$ cat config.mk
export PLATFORM = sky130hd
export DESIGN_NAME = mem_arbiter
export DESIGN_NICKNAME = d
export VERILOG_FILES = /design/src/rtl/rv32ima_pkg.sv /design/src/rtl/arb_watchdog.sv /design/src/rtl/mem_arbiter.sv
export SDC_FILE = /design/constraint.sdc
export NUM_CORES = 1
export LEC_CHECK = 0
export BUFFER_PORTS_ARGS = -buffer_cell sky130_fd_sc_hd__buf_2
export CAP_MARGIN = 20
export CORE_AREA = 2 2 108 110
export CTS_BUF_LIST = sky130_fd_sc_hd__clkbuf_8
export DETAILED_ROUTE_END_ITERATION = 8
export DIE_AREA = 0 0 110 112
export GPL_ROUTABILITY_DRIVEN = 0
export HOLD_SLACK_MARGIN = 0.02
export PLACE_DENSITY = 0.74
export SLEW_MARGIN = 10
export SYNTH_ARGS = -nofsm -noshare
export SYNTH_HDL_FRONTEND = slang
export SYNTH_SLANG_ARGS = --single-unit
$ cat constraint.sdc
create_clock -name clk -period 2.29 [get_ports clk]
set_input_delay 0.3435 -clock clk [delete_from_list [all_inputs] [get_ports clk]]
set_output_delay 0.3435 -clock clk [all_outputs]
set_load 0.02 [all_outputs]
$ cat src/rtl/rv32ima_pkg.sv
// ---------------------------------------------------------------------------
// rv32ima_pkg -- shared types for the rv32ima memory subsystem.
//   word_t      : 32-bit machine word.
//   ramstate_t  : handshake state reported by the RAM (FREE/BUSY/ACCESS/ERROR).
//   arb_state_t : mem_arbiter grant state (IDLE/IGRANT/DGRANT).
// ---------------------------------------------------------------------------
package rv32ima_pkg;

    typedef logic [31:0] word_t;

    typedef enum logic [1:0] {
        FREE   = 2'd0,
        BUSY   = 2'd1,
        ACCESS = 2'd2,
        ERROR  = 2'd3
    } ramstate_t;

    typedef enum logic [1:0] {
        IDLE   = 2'd0,
        IGRANT = 2'd1,
        DGRANT = 2'd2
    } arb_state_t;

    // Fetches always read a full word.
    localparam logic [3:0] BYTEEN_ALL = 4'b1111;

    // True while the RAM is owned by one of the requesters.
    function automatic logic is_grant(input arb_state_t s);
        return (s == IGRANT) || (s == DGRANT);
    endfunction

endpackage

$ cat src/rtl/arb_watchdog.sv
// ---------------------------------------------------------------------------
// arb_watchdog -- grant-duration counter for mem_arbiter.
// Counts the cycles the arbiter spends in a grant state and flags expiry in
// the TIMEOUT_CYCLES-th grant cycle so the arbiter can abort the access.
// Ports:
//   clk      in  clock
//   nrst     in  asynchronous active-low reset
//   active_i in  arbiter is in a grant state this cycle
//   expire_o out current grant cycle is the last one allowed
// ---------------------------------------------------------------------------
module arb_watchdog #(
    parameter int TIMEOUT_CYCLES = 255
) (
    input  logic clk,
    input  logic nrst,
    input  logic active_i,
    output logic expire_o
);

    // A limit below one grant cycle is clamped to one.
    localparam int LIMIT = (TIMEOUT_CYCLES < 1) ? 1 : TIMEOUT_CYCLES;
    localparam int CNT_W = $clog2(LIMIT + 1);
    localparam logic [CNT_W-1:0] LAST = CNT_W'(LIMIT - 1);

    logic [CNT_W-1:0] cnt_q;

    // Grant-cycle counter: zero in the first grant cycle, cleared whenever idle.
    always_ff @(posedge clk or negedge nrst) begin
        if (!nrst) begin
            cnt_q <= {CNT_W{1'b0}};
        end else if (!active_i) begin
            cnt_q <= {CNT_W{1'b0}};
        end else if (cnt_q != LAST) begin
            cnt_q <= cnt_q + CNT_W'(1);
        end else begin
            cnt_q <= cnt_q;
        end
    end

    assign expire_o = active_i && (cnt_q == LAST);

endmodule

$ cat src/rtl/mem_arbiter.sv
// ---------------------------------------------------------------------------
// mem_arbiter -- shares one RAM port between instruction fetch and data
// load/store requesters. A request seen in IDLE is latched and granted on the
// next edge; the RAM strobes are driven from the latched copy until the RAM
// reports ACCESS (hit) or ERROR (merr). Simultaneous fetch/data requests
// alternate priority, starting with data after reset.
// Optional feature: define ARB_TIMEOUT_EN to abort grants lasting
// TIMEOUT_CYCLES cycles without RAM completion (arb_watchdog).
// Ports:
//   clk, nrst                         clock, async active-low reset
//   iren/iaddr -> ihit/iload          instruction fetch port
//   dren/dwen/daddr/dstore/dbyteen    data port request
//   dhit/dload                        data port completion
//   merr                              access aborted (instead of a hit)
//   ram_ren/ram_wen/ram_addr/
//   ram_store/ram_byteen              RAM command, registered
//   ram_state/ram_load                RAM status and read data
// ---------------------------------------------------------------------------
module mem_arbiter
    import rv32ima_pkg::*;
#(
    parameter int TIMEOUT_CYCLES = 255,
    parameter int ADDR_W         = 32
) (
    input  logic              clk,
    input  logic              nrst,
    input  logic              iren,
    input  logic [ADDR_W-1:0] iaddr,
    output logic              ihit,
    output logic [31:0]       iload,
    input  logic              dren,
    input  logic              dwen,
    input  logic [ADDR_W-1:0] daddr,
    input  logic [31:0]       dstore,
    input  logic [3:0]        dbyteen,
    output logic              dhit,
    output logic [31:0]       dload,
    output logic              merr,
    output logic              ram_ren,
    output logic              ram_wen,
    output logic [ADDR_W-1:0] ram_addr,
    output logic [31:0]       ram_store,
    output logic [3:0]        ram_byteen,
    input  ramstate_t         ram_state,
    input  logic [31:0]       ram_load
);

    arb_state_t        state_q;
    logic              last_d_q;
    logic              ren_q;
    logic              wen_q;
    logic [ADDR_W-1:0] addr_q;
    word_t             store_q;
    logic [3:0]        byteen_q;

    logic grant_s;
    logic wd_expire_s;
    logic take_d_s;
    logic take_i_s;
    logic access_s;
    logic error_s;
    logic done_s;
    logic ihit_s;
    logic dhit_s;
    logic merr_s;

    assign grant_s = is_grant(state_q);

`ifdef ARB_TIMEOUT_EN
    arb_watchdog #(
        .TIMEOUT_CYCLES(TIMEOUT_CYCLES)
    ) u_watchdog (
        .clk      (clk),
        .nrst     (nrst),
        .active_i (grant_s),
        .expire_o (wd_expire_s)
    );
`else
    // No watchdog: a grant waits for the RAM indefinitely (a negative limit
    // cannot be configured, so this is constantly low).
    assign wd_expire_s = (TIMEOUT_CYCLES < 32'sd0);
`endif

    // Arbitration and completion decode.
    always_comb begin
        take_d_s = 1'b0;
        take_i_s = 1'b0;
        access_s = 1'b0;
        error_s  = 1'b0;
        ihit_s   = 1'b0;
        dhit_s   = 1'b0;
        merr_s   = 1'b0;
        // Data wins a tie unless it was served last.
        if ((dren || dwen) && !(iren && last_d_q)) begin
            take_d_s = 1'b1;
        end else if (iren) begin
            take_i_s = 1'b1;
        end else begin
            take_d_s = 1'b0;
        end
        if (grant_s) begin
            access_s = (ram_state == ACCESS);
            error_s  = (ram_state == ERROR);
            ihit_s   = access_s && (state_q == IGRANT);
            dhit_s   = access_s && (state_q == DGRANT);
            // A RAM completion in the expiry cycle still counts as a hit.
            merr_s   = error_s || (wd_expire_s && !access_s);
        end else begin
            merr_s   = 1'b0;
        end
        done_s = access_s || error_s || wd_expire_s;
    end

    // Grant FSM; the latched request doubles as the registered RAM command
    // and is zeroed whenever the arbiter is idle.
    always_ff @(posedge clk or negedge nrst) begin
        if (!nrst) begin
            state_q  <= IDLE;
            last_d_q <= 1'b0;
            ren_q    <= 1'b0;
            wen_q    <= 1'b0;
            addr_q   <= {ADDR_W{1'b0}};
            store_q  <= 32'h0;
            byteen_q <= 4'h0;
        end else begin
            case (state_q)
                IDLE: begin
                    if (take_d_s) begin
                        state_q  <= DGRANT;
                        ren_q    <= ~dwen;   // store wins over load
                        wen_q    <= dwen;
                        addr_q   <= daddr;
                        store_q  <= dstore;
                        byteen_q <= dbyteen;
                    end else if (take_i_s) begin
                        state_q  <= IGRANT;
                        ren_q    <= 1'b1;
                        wen_q    <= 1'b0;
                        addr_q   <= iaddr;
                        store_q  <= 32'h0;
                        byteen_q <= BYTEEN_ALL;
                    end else begin
                        state_q  <= IDLE;
                    end
                end
                IGRANT, DGRANT: begin
                    if (done_s) begin
                        state_q  <= IDLE;
                        last_d_q <= (state_q == DGRANT);
                        ren_q    <= 1'b0;
                        wen_q    <= 1'b0;
                        addr_q   <= {ADDR_W{1'b0}};
                        store_q  <= 32'h0;
                        byteen_q <= 4'h0;
                    end else begin
                        state_q  <= state_q;
                    end
                end
                default: begin
                    state_q  <= IDLE;
                    ren_q    <= 1'b0;
                    wen_q    <= 1'b0;
                    addr_q   <= {ADDR_W{1'b0}};
                    store_q  <= 32'h0;
                    byteen_q <= 4'h0;
                end
            endcase
        end
    end

    assign ram_ren    = ren_q;
    assign ram_wen    = wen_q;
    assign ram_addr   = addr_q;
    assign ram_store  = store_q;
    assign ram_byteen = byteen_q;

    // Completion is reported in the same cycle the RAM signals it.
    assign ihit  = ihit_s;
    assign dhit  = dhit_s;
    assign merr  = merr_s;
    assign iload = ihit_s ? ram_load : 32'h0;
    assign dload = dhit_s ? ram_load : 32'h0;

endmodule

==> impl_metrics.tcl <==
set metrics [dict create \
    syn_nets 436 \
    ys.flop_type "dfrtp_1" \
    r2r_setup_slack_ns 0.46 \
    synth_top_family_by_area "compound AO/OA/AOI/OAI gates" \
    path_max_fanout 8 \
    rsz0062_at_grt "true" \
    static-leakage-power_nw 3.08 \
    grt_use_total_pct 16.8 \
    die_h_microns 112 \
    yosysTopAreaCell "dfrtp_1" \
    die_x_microns 110 \
    p_sw_mw 2.62 \
    rows 39 \
    dp_hpwl_microns 7930 \
    ys_top_cells_by_count "73 x dfrtp_1, 64 x and2_1, 36 x mux2i_1" \
    drt_wl_total_microns 10900 \
    synth_cells 294 \
    endpoint_kind "output port" \
    route.detailed.drc 0 \
    crit_path_start_kind "register" \
    num-fill-cells 1048 \
    syn_to_final_growth_pct 58.5 \
    drt-initial-drc-count 139 \
    cp.required_ns 1.95 \
    place_area_sq_mm 0.00510 \
    synth-simple-area-share_pct 12.9 \
    n_antenna_cell 0 \
    ant_nets 0 \
    worstHoldStart "dstore[16]" \
    place_inst 697 \
    r2r_start "state_q[1]" \
    initial_core_util_pct 31.5 \
    min_period_ns 2.21 \
    crit_top_cell "buf_6" \
    synth_seq_cells 73 \
    final_cells 721 \
    synthTopCellsByArea "dfrtp_1 52%, and2_1 11%, mux2i_1 10%" \
    antenna_found_initial 0 \
    internal-power_mw 3.44 \
    period_share_pct 96.7 \
    tns_ns 0 \
    ys_async_sr_fraction_pct 100 \
    drv_cap 0 \
    synth_top_area_share_pct 51.9 \
    max_freq_mhz 452 \
    p_comb_share_pct 50.4 \
    synthAdderAreaFrac_pct 1.07 \
    ys_seq_area_share_pct 51.9 \
    clock_sinks 73 \
    ctsRootBufferMaster "clkbuf_8" \
    finalInstanceArea_sq_mm 0.00557 \
    drive_gt1_share_pct 57.1 \
    setup_viol 0 \
    cts_buffer_depth 2 \
    seq_power_share_pct 35.1 \
    rr_worst_depth 6 \
    clkPwrFrac_pct 14.5 \
    hold_violations 0 \
    cts_buffers 9 \
    slew-limit-headroom_pct 52.4 \
    yosysUniqueCellTypes 25 \
    final_util_pct 49.9 \
    grt-busiest-layer "met2" \
    wl_per_cell_microns 15.2 \
    ioPinCount 276 \
    core_area_sq_mm 0.0112 \
    vias_per_cell 4.74 \
    grt_overflow 0 \
    place_ws_ns 0.268 \
    crit_chain "inv_2 > ha_4 > nand2_4 > nor3b_4 > buf_6 > buf_6 > and2_1 > buf_4" \
    clk_latency_ns 0.33 \
    regArea_sq_mm 0.00183 \
    cp_data_arrival_time_ns 1.87 \
    ir_drop_mv 0.644 \
    crit_type "reg -> out" \
    clk_pin_slew_worst_paths_ns 0.08 \
    drtPass1Iterations 4 \
    syn_area_sq_mm 0.00352 \
    crit_family "buffers and inverters" \
    multiInputGateArea_sq_mm 0.00164 \
    worst_pin_slew_ns 0.713 \
    synthMuxAreaShare_pct 10.9 \
    crit_cells 8 \
    tritoncts "done" \
    grt_max_degree 44 \
    grtUsageMet3_pct 3.16 \
    outcome "completed" \
    hold_class "in -> reg" \
    drv_slew 0 \
    synth_edf_count 0 \
    grt_pass1_wl_microns 16100 \
    portBuffers 275 \
    synth_compound_area_share_pct 18.9 \
    timing.rr.end "ram_store[22]" \
    crit_buf_inv 4 \
    met2_usage_pct 26.9 \
    setup_ws_ns 0.0766 \
    swShare_pct 43.2 \
    yosysWarnings 0 \
    cts_max_level 3 \
    synth_area_per_cell_sq_um 12.0 \
    grt_use_met1_pct 22.7 \
    synth_most_common_cell "dfrtp_1" \
    fin_total_pwr_mw 6.06 \
    grt_pass1_vias 3257 \
    crit_start "state_q[1]" \
    finClkSkew_ns 0.0132 \
    p_per_area_mw_per_mm2 1090 \
    cp-endpoint "dload[3]" \
    hold_slack_ns 0.214 \
    via_count 3419 \
    cpPeakStageDelay_ns 0.36 \
    synth-xor-area-share_pct 0 \
    die_area_sq_mm 0.0123 \
    cp_slowest_cell "dfrtp_1" \
    nets 715 \
]
flip-flops by register name, summed over array words and instances, names as in the netlist:
signal / count
last_d_q: 1
ram_addr: 32
ram_byteen: 4
ram_ren: 1
ram_store: 32
ram_wen: 1
state_q: 2
cell usage in the layout (no fill, tap or decap), drive strengths merged, types with 3 or more instances in the layout:
cell     netlist  final
o2bb2ai       33     33
buf           17    291
mux2i         36     36
o21ai          5      5
clkbuf         7      9
inv            7      9
and2          64     64
a22o          32     32
dfrtp         73     73
ha             3      3
clkinv         0      3
how the worst min path moves through the flow:
stage	cells after the start	endpoint	slack [ns]
6_report	2	ram_store[16]	0.21
5_1_grt	2	ram_store[20]	0.19
3_3_place_gp	1	ram_store[4]	0.30
4_1_cts	2	ram_store[20]	0.19
3_5_place_dp	1	ram_store[4]	0.30
2_1_floorplan	0	last_d_q	0.05
final cells by class:
class | instances | share of cell area (%)
Sequential cell | 73 | 32.8
Inverter | 7 | 0.471
Clock inverter | 7 | 0.831
Multi-Input combinational cell | 190 | 29.4
Tap cell | 143 | 3.21
Clock buffer | 9 | 2.22
Timing Repair Buffer | 292 | 31.0
power by group through the flow:
stage	logic (mW)	registers (mW)	clock network (mW)
final	3.06	2.13	0.877
after global routing	3.31	2.20	0.984
after CTS	3.04	2.13	0.922
after detailed placement	2.96	2.13	0
after global placement	2.88	2.13	0
after floorplan	1.23	2.77	0
timing repair:
item	4_1_cts	5_1_grt
hold endpoints to repair	30	0
gates cloned	3	1
setup buffers	4	1
setup endpoints to repair	65	65
gates resized for setup	26	62
hold buffers	1	0
pin swaps	1	2
kinds of logic (layout without fill, tap and decap cells):
group | Yosys count | count (layout)
simple gates | 73 | 73
buf+inv | 31 | 315
mux | 38 | 38
fa+ha+maj | 3 | 3
compound gates | 76 | 76
flops | 73 | 73
routing by layer:
| layer | vias up | share of wire [%] |
|---|---|---|
| li1 | 1618 | - |
| met1 | 1638 | 43 |
| met2 | 149 | 48 |
| met3 | 14 | 7.0 |
| met4 | 0 | 1.3 |
| met5 | - | 0 |
Note: power is estimated with default switching activity, not from simulation.
